===== src/rtl/power_axi4_lite_slave.sv =====
// power_axi4_lite_slave: AXI4-Lite register block around a fixed-latency
// square-and-multiply power engine computing P = X^A.
module power_axi4_lite_slave #(
  parameter logic [31:0] BASE_ADDR = 32'h7C80_0000,
  parameter int          X_WIDTH   = 8,
  parameter int          A_WIDTH   = 8,
  parameter int          P_WIDTH   = 32
) (
  input  logic        S_AXI_ACLK,
  input  logic        S_AXI_ARESETN,
  input  logic [31:0] S_AXI_AWADDR,
  input  logic        S_AXI_AWVALID,
  output logic        S_AXI_AWREADY,
  input  logic [31:0] S_AXI_WDATA,
  input  logic [3:0]  S_AXI_WSTRB,
  input  logic        S_AXI_WVALID,
  output logic        S_AXI_WREADY,
  output logic [1:0]  S_AXI_BRESP,
  output logic        S_AXI_BVALID,
  input  logic        S_AXI_BREADY,
  input  logic [31:0] S_AXI_ARADDR,
  input  logic        S_AXI_ARVALID,
  output logic        S_AXI_ARREADY,
  output logic [31:0] S_AXI_RDATA,
  output logic [1:0]  S_AXI_RRESP,
  output logic        S_AXI_RVALID,
  input  logic        S_AXI_RREADY,
  output logic        o_irq
);
  localparam int CW = $clog2(A_WIDTH + 1);
  typedef enum logic {IDLE, RUN} state_e;
  state_e             state_q;
  logic               awready_q, arready_q, bvalid_q, rvalid_q;
  logic [1:0]         bresp_q, rresp_q;
  logic [31:0]        rdata_q;
  logic [X_WIDTH-1:0] x_q;
  logic [A_WIDTH-1:0] a_q, exp_q;
  logic               irq_en_q, done_q, busy_q, ovf_q, base_ovf_q;
  logic [P_WIDTH-1:0] p_q, result_q, base_q, result_d;
  logic [CW-1:0]      cnt_q;
  logic [31:0]        w_off, r_off, rdata_d, x_d, a_d;
  logic               wr_en, rd_en, lane0, start, w1c, last, ovf_d;
  logic [2*P_WIDTH-1:0] mul_r, mul_b;
  function automatic logic is_reg(input logic [31:0] off);
    return off == 32'h00 || off == 32'h04 || off == 32'h08 || off == 32'h0C || off == 32'h10;
  endfunction
  function automatic logic [31:0] merge(input logic [31:0] old, input logic [31:0] wd, input logic [3:0] st);
    logic [31:0] m;
    for (int i = 0; i < 4; i++) m[8*i +: 8] = st[i] ? wd[8*i +: 8] : old[8*i +: 8];
    return m;
  endfunction
  assign w_off    = S_AXI_AWADDR - BASE_ADDR;
  assign r_off    = S_AXI_ARADDR - BASE_ADDR;
  assign wr_en    = awready_q & S_AXI_AWVALID & S_AXI_WVALID;
  assign rd_en    = arready_q & S_AXI_ARVALID;
  assign lane0    = S_AXI_WSTRB[0];
  assign start    = wr_en && w_off == 32'h08 && lane0 && S_AXI_WDATA[0] && state_q == IDLE;
  assign w1c      = wr_en && w_off == 32'h10 && lane0 && S_AXI_WDATA[0];
  assign x_d      = merge(32'(x_q), S_AXI_WDATA, S_AXI_WSTRB);
  assign a_d      = merge(32'(a_q), S_AXI_WDATA, S_AXI_WSTRB);
  assign rdata_d  = r_off == 32'h00 ? 32'(x_q) :
                    r_off == 32'h04 ? 32'(a_q) :
                    r_off == 32'h08 ? {30'd0, irq_en_q, 1'b0} :
                    r_off == 32'h0C ? 32'(p_q) :
                    r_off == 32'h10 ? {29'd0, ovf_q, busy_q, done_q} : 32'd0;
  // Full-width products expose the bits lost to truncation for overflow detection.
  assign mul_r    = (2*P_WIDTH)'(result_q) * (2*P_WIDTH)'(base_q);
  assign mul_b    = (2*P_WIDTH)'(base_q) * (2*P_WIDTH)'(base_q);
  assign result_d = exp_q[0] ? mul_r[P_WIDTH-1:0] : result_q;
  assign ovf_d    = ovf_q | (exp_q[0] & ((|mul_r[2*P_WIDTH-1:P_WIDTH]) | base_ovf_q));
  assign last     = cnt_q == CW'(A_WIDTH - 1);
  assign S_AXI_AWREADY = awready_q;
  assign S_AXI_WREADY  = awready_q;
  assign S_AXI_BVALID  = bvalid_q;
  assign S_AXI_BRESP   = bresp_q;
  assign S_AXI_ARREADY = arready_q;
  assign S_AXI_RVALID  = rvalid_q;
  assign S_AXI_RDATA   = rdata_q;
  assign S_AXI_RRESP   = rresp_q;
  assign o_irq         = done_q & irq_en_q;
  always_ff @(posedge S_AXI_ACLK or negedge S_AXI_ARESETN) begin
    if (!S_AXI_ARESETN) begin
      state_q    <= IDLE;
      awready_q  <= 1'b0;
      arready_q  <= 1'b0;
      bvalid_q   <= 1'b0;
      rvalid_q   <= 1'b0;
      bresp_q    <= 2'b00;
      rresp_q    <= 2'b00;
      rdata_q    <= '0;
      x_q        <= '0;
      a_q        <= '0;
      irq_en_q   <= 1'b0;
      p_q        <= '0;
      done_q     <= 1'b0;
      busy_q     <= 1'b0;
      ovf_q      <= 1'b0;
      base_ovf_q <= 1'b0;
      result_q   <= '0;
      base_q     <= '0;
      exp_q      <= '0;
      cnt_q      <= '0;
    end else begin
      awready_q <= S_AXI_AWVALID & S_AXI_WVALID & ~bvalid_q & ~awready_q;
      arready_q <= S_AXI_ARVALID & ~rvalid_q & ~arready_q;
      if (wr_en) begin
        bvalid_q <= 1'b1;
        bresp_q  <= is_reg(w_off) ? 2'b00 : 2'b10;
      end else if (S_AXI_BREADY) begin
        bvalid_q <= 1'b0;
      end
      if (rd_en) begin
        rvalid_q <= 1'b1;
        rdata_q  <= rdata_d;
        rresp_q  <= is_reg(r_off) ? 2'b00 : 2'b10;
      end else if (S_AXI_RREADY) begin
        rvalid_q <= 1'b0;
      end
      if (wr_en && w_off == 32'h00) x_q <= x_d[X_WIDTH-1:0];
      if (wr_en && w_off == 32'h04) a_q <= a_d[A_WIDTH-1:0];
      if (wr_en && w_off == 32'h08 && lane0) irq_en_q <= S_AXI_WDATA[1];
      // Completion below is assigned later, so it wins over a same-cycle clear.
      if (w1c) done_q <= 1'b0;
      if (start) begin
        state_q    <= RUN;
        result_q   <= P_WIDTH'(1);
        base_q     <= P_WIDTH'(x_q);
        exp_q      <= a_q;
        cnt_q      <= '0;
        base_ovf_q <= 1'b0;
        busy_q     <= 1'b1;
        done_q     <= 1'b0;
        ovf_q      <= 1'b0;
      end else if (state_q == RUN) begin
        result_q   <= result_d;
        base_q     <= mul_b[P_WIDTH-1:0];
        base_ovf_q <= base_ovf_q | (|mul_b[2*P_WIDTH-1:P_WIDTH]);
        exp_q      <= exp_q >> 1;
        cnt_q      <= cnt_q + CW'(1);
        ovf_q      <= ovf_d;
        if (last) begin
          state_q <= IDLE;
          p_q     <= result_d;
          done_q  <= 1'b1;
          busy_q  <= 1'b0;
        end
      end
    end
  end
endmodule


===== config.mk =====
export PLATFORM = sky130hd
export DESIGN_NAME = power_axi4_lite_slave
export DESIGN_NICKNAME = d
export VERILOG_FILES = /design/src/rtl/power_axi4_lite_slave.sv
export SDC_FILE = /design/constraint.sdc
export NUM_CORES = 2
export LEC_CHECK = 0
export ABC_CLOCK_PERIOD_IN_PS = 10300
export CORE_AREA = 2 2 376 378
export CTS_CLUSTER_SIZE = 30
export DETAILED_ROUTE_END_ITERATION = 10
export DIE_AREA = 0 0 378 380
export PLACE_DENSITY = 0.66
export SYNTH_ARGS = -nofsm -noshare
export SYNTH_HDL_FRONTEND = slang
export SYNTH_SLANG_ARGS = --single-unit

===== constraint.sdc =====
create_clock -name S_AXI_ACLK -period 10.3 [get_ports S_AXI_ACLK]
set_clock_uncertainty 0.2 [all_clocks]
set_input_delay 2.575 -clock S_AXI_ACLK [delete_from_list [all_inputs] [get_ports S_AXI_ACLK]]
set_output_delay 2.575 -clock S_AXI_ACLK [all_outputs]
set_load 0.05 [all_outputs]

==> run metrics <==
Slew Limit Headroom 14.92%; Yosys reg bits 168; crit path DAT 10.07 ns; hpwl dp 147.0 mm; share of total power in combinational logic 5.7%; Sw Pwr 407.9 uW; via count 49,420; # DRC 0; final layout net count 9,662; register-to-register setup slack 0.37 ns; Post-synth EDFFs 0; Multi-input gate area 57,730 sq um; slowest cell on the critical path dfrtp_2; Max VDD drop 0.1024 mV; register area share after synthesis 6.059%; Initial Util 49.85%; P&R area growth vs syn 5.794%; gate count of the mapped netlist 7,433; r2r worst-path depth 25; Min-Delay Path Class register to register; Skew-Pair Late Insertion Delay 0.49 ns; total negative slack 0 ns; PortBufs 119; Worst setup EP type register; required time of the critical path 10.44 ns; share of layout cells above drive strength 1 4.093%; FF+latch area 4255 sq um; Post-CTS Setup Bufs 0; Yosys warning total 0; hold-critical path endpoint S_AXI_AWREADY; RR Startpoint base_q[18]; min Tclk post-route 9.934 ns; Post-synth ARST share 100.0%; max-slew violation count 0; Flop pwr share 46.2%; number of global-route vias before repair 54,940; CP peak stage delay 0.89 ns; # setup viols final 0; ratio of final minimum period to clock period 96.45%; ys flop type dfrtp_1; number of routed nets with antenna violations 0; number of buffers and inverters on the critical path 3; clock transition at the registers of the reported paths 0.09 ns; power per standard cell area 19.56 nW/um^2; Root Buffer clkbuf_16; initial drt markers 3,241; Max Freq 0.1007 GHz; leakage 0.03848 uW; Post-Syn Area per Cell 9.334 sq um; Vias/cell 5.368; worst hold path stage count 1; Internal 1028 uW; initial antenna violation count 9; reg2reg end base_ovf_q; WHS 0.2559 ns; first-pass GRT wire length 297.1 mm; largest area contributor in the netlist fa_1; kind of critical path register to register; TritonCTS Buffers 17; CP Launch Type register; outcome finished, final reports clean; post-synth cell types 84; CTS tree built; # Max-Cap Violations 0; core area 139,200 sq um; Clock Power Share 48.1%; worst-case clock buffer depth 2; RSZ-0062 raised after global routing false; commonest cells in the netlist fa_1, inv_1, nand2_1; die area 143,600 sq um; Net Sw Frac 28.41%; delay-heaviest family, CP adder cells; Wirelength per Cell 19.21 um; Die Wd 378 um; Yosys top cell area share 49.34%; cell row count 137; most frequent cell after synthesis fa_1; crit-path max FO 30; top area cells in the synthesized netlist fa_1, ha_1, inv_1; GRT Util Overall 25.99%; IO Count 149; Synth Cell Area 69,380 sq um; H-tree depth 4; Fin. Hold Viols 0; gr ovfl total 0; pin count of the biggest net entering global routing 119; filler instances 12,750; CTS Sinks 168; Final Wtd Congestion 0.9579; Post-Route WL 176.8 mm; Hold Startpoint S_AXI_BVALID; critical path's most frequent cell fa_1; Die H 380 um; detailed-router iteration count before antenna repair 5; worst-margin pin slew 1.244 ns
==> placed cells by master (no fill, tap or decap), types with 8 or more instances in the layout <==
cell type and n:
a21o_1 37, a211o_1 8, and3_1 15, a21oi_1 173, a31oi_1 21, mux2i_1 45, nor3_1 26, o21a_1 21
dfrtp_1 133, o21bai_1 19, or3_1 11, nor3b_1 11, nor4_1 18, o211ai_1 12, nand3_1 46, nor2_1 127
nor2b_1 17, nand2_1 1014, nand2b_1 17, a221oi_1 8, clkdlybuf4s50_1 118, a22o_1 34, ha_1 529, o31ai_1 25
fa_1 1710, buf_12 12, o21ai_0 172, xnor2_1 70, xor2_1 35, clkbuf_16 17, and2_1 851, buf_4 151
nand4_1 39, inv_1 1569, dfrtp_2 32, a211oi_1 14, mux2_2 41
==> routing by layer <==
layer  vias up  share of wire [%]  GRT usage, %
met5         -              0.017             0
met4         6                2.6         6.315
met3       219                4.9         2.274
met2      1278                 49         43.00
met1     25960                 44         37.13
li1      21960                  -             -
==> stage by stage <==
step	std cells	total power [uW]	setup slack, ns	cell area, sq um	util (%)
4_1_cts	9205	1448	0.4038	73390	52.73
3_5_place_dp	9173	760.4	0.4131	72790	52.29
5_1_grt	9207	1475	0.01034	73400	52.74
2_1_floorplan	7434	703.7	1.629	69390	-
6_report	9207	1436	0.3659	73400	52.74
3_3_place_gp	9173	758.7	0.5259	72790	52.29
==> kinds of logic (layout without fill, tap and decap cells) <==
kind of cell | Yosys count | in the layout | synth area share [%]
AO/OA/AOI/OAI | 615 | 615 | 5.610
XOR/XNOR | 105 | 105 | 1.325
adder cells (fa/ha/maj) | 2239 | 2239 | 58.88
buffers and inverters | 1988 | 1883 | 10.78
flip-flops | 168 | 168 | 6.059
multiplexers | 87 | 87 | 1.347
other | 1 | 4 | 0.005405
AND/OR/NAND/NOR | 2230 | 2230 | 16.00
==> power by group through the flow <==
stage          Combinational (uW)  Clock (uW)  Sequential [uW]
6_report                     82.3         690              664
5_1_grt                      88.4         723              664
4_1_cts                      83.6         700              664
3_5_place_dp                 83.4           0              677
3_3_place_gp                 81.9           0              677
2_1_floorplan                15.9           0              688
==> state kept, by name, summed over array words and instances (netlist names), 4 cells and up <==
signal	cells
cnt_q	4
x_q	8
S_AXI_RDATA	32
p_q	32
exp_q	8
base_q	32
result_q	32
a_q	8
==> cell type report <==
type	count	area share (%)
clock inverters	15	0.2455
inverters	1569	8.024
repair buffers	282	3.496
well taps	1876	3.198
diodes	2	0.006818
multi-input cells	5278	78.65
flip-flops and latches	168	5.797
clock buffers	17	0.5796
==> how the worst max path moves through the flow <==
stage / from / endpoint / slack [ns] / cells after the start
2_1_floorplan: base_q[19] / base_ovf_q / 1.63 / 28
3_3_place_gp: base_q[7] / base_ovf_q / 0.53 / 27
3_5_place_dp: base_q[7] / base_ovf_q / 0.41 / 26
4_1_cts: base_q[7] / base_ovf_q / 0.40 / 26
5_1_grt: base_q[9] / base_ovf_q / 0.01 / 26
6_report: base_q[18] / base_ovf_q / 0.37 / 25
==> repair_timing <==
item | 4_1_cts | 5_1_grt
resized for setup | 0 | 2
setup endpoints to repair | 0 | 1
hold buffers | 0 | 0
endpoints found under the hold margin | 0 | 0
Power figures use the tool's default switching activity.
